`config.mk`:
```
export PLATFORM = sky130hd
export DESIGN_NAME = float_add_rq_81
export DESIGN_NICKNAME = d
export VERILOG_FILES = /design/src/rtl/float_add_rq_81_pkg.sv /design/src/rtl/float_add_rq_81_fifo.sv /design/src/rtl/float_add_rq_81.sv
export SDC_FILE = /design/constraint.sdc
export NUM_CORES = 1
export LEC_CHECK = 0
export BUFFER_PORTS_ARGS = -buffer_cell sky130_fd_sc_hd__buf_2
export CAP_MARGIN = 20
export CORE_MARGIN = 2
export CORE_UTILIZATION = 50
export CTS_BUF_LIST = sky130_fd_sc_hd__clkbuf_4 sky130_fd_sc_hd__clkbuf_8
export DETAILED_ROUTE_END_ITERATION = 8
export PLACE_DENSITY_LB_ADDON = 0.1
export RECOVER_POWER = 100
export SETUP_SLACK_MARGIN = 0.05
export SLEW_MARGIN = 15
export SYNTH_ARGS = -nofsm -noshare
export SYNTH_HDL_FRONTEND = slang
export SYNTH_HIERARCHICAL = 1
export SYNTH_SLANG_ARGS = --single-unit
```
`constraint.sdc`:
```
create_clock -name clk81 -period 3 [get_ports clk81]
set_input_delay 0.45 -clock clk81 [delete_from_list [all_inputs] [get_ports clk81]]
set_output_delay 0.45 -clock clk81 [all_outputs]
set_load 0.02 [all_outputs]
```
`src/rtl/float_add_rq_81_pkg.sv`:
```
// Shared float field layout and flag encoding for the adder result-capture stage.
package fadd_pkg_81;

    localparam int EXP_MSB  = 30;
    localparam int EXP_LSB  = 23;
    localparam int MANT_MSB = 22;

    localparam logic [7:0] EXP_ALL_ONES = 8'hFF;

    localparam int FLAG_W      = 4;
    localparam int FLAG_NAN    = 3;
    localparam int FLAG_INF    = 2;
    localparam int FLAG_ZERO   = 1;
    localparam int FLAG_DENORM = 0;

    // Class of a single-precision word; exactly one bit is set for the special classes.
    function automatic logic [FLAG_W-1:0] classify(input logic [31:0] word);
        logic [EXP_MSB-EXP_LSB:0] exp_f;
        logic [MANT_MSB:0]        mant_f;
        logic [FLAG_W-1:0]        flags;
        exp_f  = word[EXP_MSB:EXP_LSB];
        mant_f = word[MANT_MSB:0];
        flags  = '0;
        flags[FLAG_NAN]    = (exp_f == EXP_ALL_ONES) && (mant_f != '0);
        flags[FLAG_INF]    = (exp_f == EXP_ALL_ONES) && (mant_f == '0);
        flags[FLAG_ZERO]   = (exp_f == '0) && (mant_f == '0);
        flags[FLAG_DENORM] = (exp_f == '0) && (mant_f != '0);
        return flags;
    endfunction

endpackage

```
`src/rtl/float_add_rq_81_fifo.sv`:
```
// Synchronous FIFO with occupancy count and wrapping pointers; push into a full FIFO is
// refused unless a pop frees the slot on the same edge.
module fadd_rq_fifo_81 #(
    parameter int WIDTH = 32,
    parameter int DEPTH = 4,
    parameter int CW    = 5
) (
    input  logic             clk81,
    input  logic             reset_81,
    input  logic             wr_en,
    input  logic [WIDTH-1:0] wr_data,
    input  logic             rd_en,
    output logic [WIDTH-1:0] rd_data,
    output logic [CW-1:0]    count,
    output logic             empty,
    output logic             ovf
);

    localparam int AW = (DEPTH > 1) ? $clog2(DEPTH) : 1;

    logic [WIDTH-1:0] mem [DEPTH];
    logic [AW-1:0]    rd_ptr;
    logic [AW-1:0]    wr_ptr;
    logic [WIDTH-1:0] last_pop;
    logic             full;
    logic             do_pop;
    logic             do_push;

    assign empty   = (count == '0);
    assign full    = (count == CW'(DEPTH));
    assign do_pop  = rd_en && !empty;
    assign do_push = wr_en && (!full || do_pop);
    assign ovf     = wr_en && full && !do_pop;

    // Once drained, the head keeps showing the most recently popped word.
    assign rd_data = empty ? last_pop : mem[rd_ptr];

    always_ff @(posedge clk81) begin
        if (do_push) begin
            mem[wr_ptr] <= wr_data;
        end
    end

    always_ff @(posedge clk81 or posedge reset_81) begin
        if (reset_81) begin
            rd_ptr   <= '0;
            wr_ptr   <= '0;
            count    <= '0;
            last_pop <= '0;
        end else begin
            if (do_push) begin
                wr_ptr <= wr_ptr + 1'b1;
            end
            if (do_pop) begin
                rd_ptr   <= rd_ptr + 1'b1;
                last_pop <= mem[rd_ptr];
            end
            count <= count + CW'(do_push) - CW'(do_pop);
        end
    end

endmodule

```
`src/rtl/float_add_rq_81.sv`:
```
// Result-capture queue behind the fixed-latency float adder, with credit-based issue_ready.
// Optional per-entry class flags on out_flags when FADD_RQ_FLAGS_EN is defined.
module float_add_rq_81
    import fadd_pkg_81::*;
#(
    parameter int LATENCY = 1,
    parameter int DEPTH   = 4,
    parameter int CW      = 5
) (
    input  logic          clk81,
    input  logic          reset_81,
    input  logic          issue_valid,
    output logic          issue_ready,
    input  logic [31:0]   add_result,
    output logic          out_valid,
    input  logic          out_ready,
    output logic [31:0]   out_data,
    output logic [CW-1:0] occupancy,
    output logic          err_ovf
`ifdef FADD_RQ_FLAGS_EN
    ,
    output logic [FLAG_W-1:0] out_flags
`endif
);

    logic [LATENCY-1:0] valid_pipe;
    logic               issue_fire;
    logic               capture;
    logic [CW-1:0]      inflight;
    logic [CW-1:0]      fifo_count;
    logic               fifo_empty;
    logic               data_ovf;
    logic               any_ovf;

    assign issue_fire = issue_valid && issue_ready;
    assign capture    = valid_pipe[LATENCY-1];

    // Tags accepted issues so each result is captured exactly when the adder presents it.
    always_ff @(posedge clk81 or posedge reset_81) begin
        if (reset_81) begin
            valid_pipe <= '0;
        end else begin
            valid_pipe[0] <= issue_fire;
            for (int i = 1; i < LATENCY; i++) begin
                valid_pipe[i] <= valid_pipe[i-1];
            end
        end
    end

    always_comb begin
        inflight = '0;
        for (int i = 0; i < LATENCY; i++) begin
            inflight = inflight + CW'(valid_pipe[i]);
        end
    end

    // Credits cover both queued and in-flight results, since the adder cannot be stalled.
    assign occupancy   = fifo_count + inflight;
    assign issue_ready = (occupancy < CW'(DEPTH));
    assign out_valid   = !fifo_empty;

    fadd_rq_fifo_81 #(
        .WIDTH (32),
        .DEPTH (DEPTH),
        .CW    (CW)
    ) u_data_fifo (
        .clk81    (clk81),
        .reset_81 (reset_81),
        .wr_en    (capture),
        .wr_data  (add_result),
        .rd_en    (out_ready),
        .rd_data  (out_data),
        .count    (fifo_count),
        .empty    (fifo_empty),
        .ovf      (data_ovf)
    );

`ifdef FADD_RQ_FLAGS_EN
    logic [CW-1:0] flag_count_unused;
    logic          flag_empty_unused;
    logic          flag_ovf;

    fadd_rq_fifo_81 #(
        .WIDTH (FLAG_W),
        .DEPTH (DEPTH),
        .CW    (CW)
    ) u_flag_fifo (
        .clk81    (clk81),
        .reset_81 (reset_81),
        .wr_en    (capture),
        .wr_data  (classify(add_result)),
        .rd_en    (out_ready),
        .rd_data  (out_flags),
        .count    (flag_count_unused),
        .empty    (flag_empty_unused),
        .ovf      (flag_ovf)
    );

    assign any_ovf = data_ovf || flag_ovf;
`else
    assign any_ovf = data_ovf;
`endif

    always_ff @(posedge clk81 or posedge reset_81) begin
        if (reset_81) begin
            err_ovf <= 1'b0;
        end else if (any_ovf) begin
            err_ovf <= 1'b1;
        end
    end

endmodule

```
# Word-level counts from Yosys, hierarchy flattened
# Memories as Yosys holds them, arrays and structs flattened.
# Cells that the tools add are included.
[classes]
eq_ne = 1
reduce_logical = 10
order_cmp = 1
add_sub_neg = 5
n_mux = 3
[ops]
columns = ["operator", "n"]
rows = [
  ["32-bit 2-to-1 mux", 1],
  ["5-bit by 1-bit adder with 5-bit output", 2],
  ["5-bit by 3-bit equality test with 1-bit output, second input constant", 1],
  ["1-bit logical AND", 5],
  ["5-bit zero test", 1],
  ["5-bit by 3-bit less-than comparator with 1-bit output, second input constant", 1],
  ["5-bit by 1-bit subtractor with 5-bit output", 1],
  ["2-bit by 1-bit adder with 2-bit output, second input constant", 2],
  ["1-bit zero test", 3],
  ["1-bit 2-to-1 mux", 2],
  ["1-bit logical OR", 1],
]
[word_totals]
register_bits = 43
out_inout_bits = 40
memories = 1
mem_bits_rw = 128
[mem_list]
columns = ["memory", "words", "width", "rd", "rd_clocked_by_memory_dff", "write_ports", "line", "rtl"]
rows = [
  ["u_data_fifo.mem", 4, 32, 1, 0, 1, "float_add_rq_81_fifo.sv:21", "logic [WIDTH-1:0] mem [DEPTH];"],
]

# Longest topological paths before layout
[logic_depth]
depth_word = 7
ltp_mapped = 14
ltp_nobuf = 12

# Modules after synthesis
# Netlist, hierarchy kept.
[modules_own_cells]
columns = ["mod", "cells_each", "area_per_inst_um2", "seq_area_each_um2", "instances"]
rows = [
  ["fadd_rq_fifo_81", 327, 6775.2, 4869.7, 1],
  ["float_add_rq_81", 22, 187.7, 50.0, 1],
]

# Least setup slack after synthesis
# Ideal clock, no wire load.
[synth_timing]
path_type = "register to register"
start = "register u_data_fifo.count[3]"
end = "register u_data_fifo.count[4]"
n_path_buf = 2
slack_ps = 204
stages_incl_launch_ff = 15
t_arrival_ps = 2672
setup_time_ps = 124
period_less_slack_ps = 2796
t_required_ps = 2876
path_cell_list = "dfrtp_1 > inv_1 > ha_1 > nor4b_4 > nand2b_1 > buf_4 > buf_6 > inv_1 > ha_1 > inv_1 > ha_1 > fa_1 > a21oi_1 > o21bai_1 > xnor2_1"
[synth_between]
elab_chain_len = 7
[synth_rtl]
columns = ["item", "line", "rtl"]
rows = [
  ["start: declaration", "float_add_rq_81_fifo.sv:14", "output logic [CW-1:0] count,"],
  ["start signal: assignment", "float_add_rq_81_fifo.sv:58", "count <= count + CW'(do_push) - CW'(do_pop);"],
  ["5-bit zero test *", "float_add_rq_81_fifo.sv:29", "assign empty = (count == '0);"],
  ["1-bit zero test *", "float_add_rq_81_fifo.sv:31", "assign do_pop = rd_en && !empty;"],
  ["1-bit logical AND *", "float_add_rq_81_fifo.sv:31", ""],
  ["via u_data_fifo.do_pop", "float_add_rq_81_fifo.sv:26", "logic do_pop;"],
  ["1-bit logical OR", "float_add_rq_81_fifo.sv:32", "assign do_push = wr_en && (!full || do_pop);"],
  ["1-bit logical AND", "float_add_rq_81_fifo.sv:32", ""],
  ["5-bit by 1-bit adder with 5-bit output", "float_add_rq_81_fifo.sv:58", ""],
  ["5-bit by 1-bit subtractor with 5-bit output *", "float_add_rq_81_fifo.sv:58", ""],
]
# Mark *: on every way through the listed nets, which the timed path passes. The rest lies on a longest branch.
# A chain may end at the register's enable or synchronous reset.

# Final worst setup path
[layout_timing]
start = "register u_data_fifo.count[2]"
end = "output port out_data[13]"
[layout_between]
elab_chain_len = 2
[layout_rtl]
columns = ["item", "line", "rtl"]
rows = [
  ["5-bit zero test", "float_add_rq_81_fifo.sv:29", ""],
  ["via fifo_empty", "float_add_rq_81.sv:31", "logic fifo_empty;"],
  ["32-bit 2-to-1 mux", "float_add_rq_81_fifo.sv:36", "assign rd_data = empty ? last_pop : mem[rd_ptr];"],
  ["end: declaration", "float_add_rq_81.sv:17", "output logic [31:0] out_data,"],
]
# The timed path passes the listed nets, and every way through them passes these cells.

==> flow_summary.json <==
{
  "switchingPower_w": 0.002376,
  "hold_slack_ns": 0.2595,
  "layout-drive-gt1-share_pct": 33.41,
  "instances_no_fill": 635,
  "synthTopCellsByArea": "edfxtp_1 (55%), dfrtp_1 (15%), mux4_2 (10%), mux2_2 (9.5%), ha_1 (2.2%)",
  "grt.total_usage_pct": 17.71,
  "setup_viol": 0,
  "end_kind": "output pin",
  "slew_viol_final": 0,
  "fillers": 1128,
  "wirelength_mm": 12.02,
  "worst_slew_pin_slew_ns": 1.316,
  "synth_top_area_share_pct": 55.20,
  "fin_setup_tns_ns": 0,
  "cp_max_fo": 34,
  "clk_transition_reported_paths_ns": 0.08,
  "p_int_w": 0.004931,
  "synth.distinct_cells": 32,
  "first_iter_violations": 154,
  "comb_power_share_pct": 35.0,
  "netlist_top_cells_count": "edfxtp_1 (128), mux2_2 (59), dfrtp_1 (43)",
  "drc_errors": 0,
  "synthesis.area_um2": 6963,
  "synth-simple-area-share_pct": 1.887,
  "dp_cells": 601,
  "clockPowerShare_pct": 20.1,
  "hp-class": "input pin to register",
  "pwr_density_cell_nw_per_um2": 921.0,
  "ys_warn_count": 6,
  "synth.avg_cell_area_um2": 19.95,
  "rsz0062_at_grt": "false",
  "die-area_um2": 14890,
  "period_share_pct": 92.16,
  "yosys.area_share.adder_pct": 2.444,
  "io_pins": 76,
  "worst_ep_required_time_ns": 2.55,
  "drv_cap": 0,
  "place.gp.congestion": 0.7212,
  "synth_most_common_cell": "edfxtp_1",
  "grt_max_degree": 42,
  "crit_type": "register to output pin",
  "cts_sinks": 171,
  "peakVddDrop_mv": 0.4332,
  "area_growth_pct": 13.93,
  "antenna_cells": 0,
  "synth_cells": 349,
  "met2_usage_pct": 29.33,
  "rows": 43,
  "clk_latency_ns": 0.45,
  "finClkSkew_ns": 0.01029,
  "start_util_pct": 50.75,
  "dp_hpwl_mm": 7.481,
  "cts_setup_buffers": 0,
  "preCtsSetupSlack_ns": 0.3916,
  "clockRootBuffer": "clkbuf_8",
  "synth-compound-area-share_pct": 0.8805,
  "async_flop_share_pct": 25.15,
  "clockBufferDepth": 2,
  "die_x_um": 122.0,
  "yosys.area.top_type": "edfxtp_1",
  "fmax_mhz": 361.7,
  "yosys.area_share.xor_xnor_pct": 1.258,
  "synth_flop_cell": "edfxtp_1",
  "synth-edff-count": 128,
  "leakagePower_nw": 2.783,
  "hold_violations": 0,
  "avgViaCountPerCell": 5.304,
  "ys_seq_area_share_pct": 70.66,
  "synth_mux_area_share_pct": 20.86,
  "fp.coreArea_um2": 13720,
  "globalRouteMet3Util_pct": 4.635,
  "grt_pass1_wl_mm": 18.85,
  "startpoint_type": "register",
  "syn_nets": 398,
  "wl_per_cell_um": 18.92,
  "first_pass_iters": 4,
  "fin_nets": 491,
  "overflow": 0,
  "io_buffers": 75,
  "grt_pass1_vias": 3457,
  "grt_use_met1_pct": 22.35,
  "ant_nets": 0,
  "ys_seq_elements": 171,
  "min_period_ns": 2.765,
  "fin_ws_ns": 0.2351,
  "die_h_um": 122.0,
  "synth_top_family_by_area": "multiplexers",
  "slew_headroom_pct": 12.27,
  "cts_tree": "done",
  "grt.busiest_layer": "met2",
  "antenna_found_initial": 0,
  "num_vias": 3368,
  "cts_buffers": 17,
  "cts_max_level": 4,
  "p_sw_share_pct": 32.51,
  "status": "complete, no violations",
  "cp.arrival_ns": 2.31,
  "pwr-share-seq_pct": 45.0
}
state kept, by name (all words and copies together) (netlist names):
| register | flops |
|---|---|
| err_ovf | 1 |
| u_data_fifo/mem | 128 |
| u_data_fifo/wr_ptr | 2 |
| u_data_fifo/count | 5 |
| capture | 1 |
| u_data_fifo/rd_ptr | 2 |
| u_data_fifo/last_pop | 32 |
stage by stage:
stage	cell area (um2)	util, %	total power (W)
after floorplan	6963	-	0.005204
after global placement	7635	55.65	0.005936
after detailed placement	7635	55.65	0.006005
after CTS	8008	58.37	0.007479
after global routing	7933	57.82	0.007759
final	7933	57.82	0.007306
worst max-delay path, stage by stage, from the launching register on:
cell and delay (ns):
dfrtp_1 0.45, inv_1 0.11, ha_1 0.16, nor4b_4 0.22
buf_6 0.37, mux2_2 0.38, clkbuf_1 0.17
cell type report:
class                           instances  area [um2]  area share (%)
Inverter                               13       48.80          0.6151
Clock inverter                          9       71.32          0.8991
Clock buffer                           23       291.5           3.675
Multi-Input combinational cell        150        1907           24.04
Timing Repair Buffer                   89       464.2           5.852
Tap cell                              180       225.2           2.839
Sequential cell                       171        4925           62.08
power by group through the flow:
stage | Sequential [W] | Combinational, W | Clock (W)
finish | 0.00329 | 0.00255 | 0.00147
global route | 0.00335 | 0.00279 | 0.00162
CTS | 0.00329 | 0.00267 | 0.00152
detailed placement | 0.00334 | 0.00266 | 0
global placement | 0.00332 | 0.00262 | 0
floorplan | 0.00317 | 0.00203 | 0
cells by family (layout without fill, tap and decap cells):
logic type / count (synthesis) / count (layout)
AO/OA/AOI/OAI: 9 / 9
XOR/XNOR: 10 / 10
adder cells (fa/ha/maj): 13 / 13
buffers and inverters: 28 / 134
flip-flops: 171 / 171
multiplexers: 97 / 97
AND/OR/NAND/NOR: 21 / 21
worst paths after layout:
| path | start | end | slack, ns | cells past startpoint |
|---|---|---|---|---|
| hold reg to reg | err_ovf | err_ovf | 0.47 | 1 |
| min in group asynchronous | reset_81 | err_ovf | 0.38 | 3 |
| setup / recovery | u_data_fifo/count[2] | out_data[13] | 0.24 | 6 |
| setup reg to reg | u_data_fifo/count[2] | u_data_fifo/mem[3][24] | 0.26 | 7 |
| max in group asynchronous | reset_81 | u_data_fifo/rd_ptr[0] | 0.42 | 4 |
| hold / removal | add_result[31] | u_data_fifo/mem[0][31] | 0.26 | 1 |
metal layers:
metal | vias to the layer above | wire, um
li1 | 1560 | -
met1 | 1737 | 5115
met2 | 58 | 6211
met3 | 13 | 486
met4 | 0 | 202
met5 | - | 0
what timing repair did:
item | in CTS | in global routing
hold buffers | 1 | 0
setup endpoints to repair | 0 | 32
endpoints found under the hold margin | 2 | 0
gates resized for setup | 0 | 2
placed cells by master (no fill, tap or decap), drive strengths merged:
cell and instances:
a21o 1, a31oi 1, nor4b 1, nand3 2, clkinvlp 2, nor3 1
o21ai 1, a21oi 3, bufinv 1, dfrtp 43, clkbuf 101, and4 1
buf 9, dlygate4sd3 1, mux2 65, xor2 6, edfxtp 128, nand2 3
ha 12, inv 13, clkinv 6, and2 4, dlymetal6s4s 1, fa 1
o31ai 1, xnor2 4, nand2b 2, and3 1, nand4 1, or2 1
mux4 32, a21boi 1, nor2 4, o21bai 1
Power figures use the tool's default switching activity.
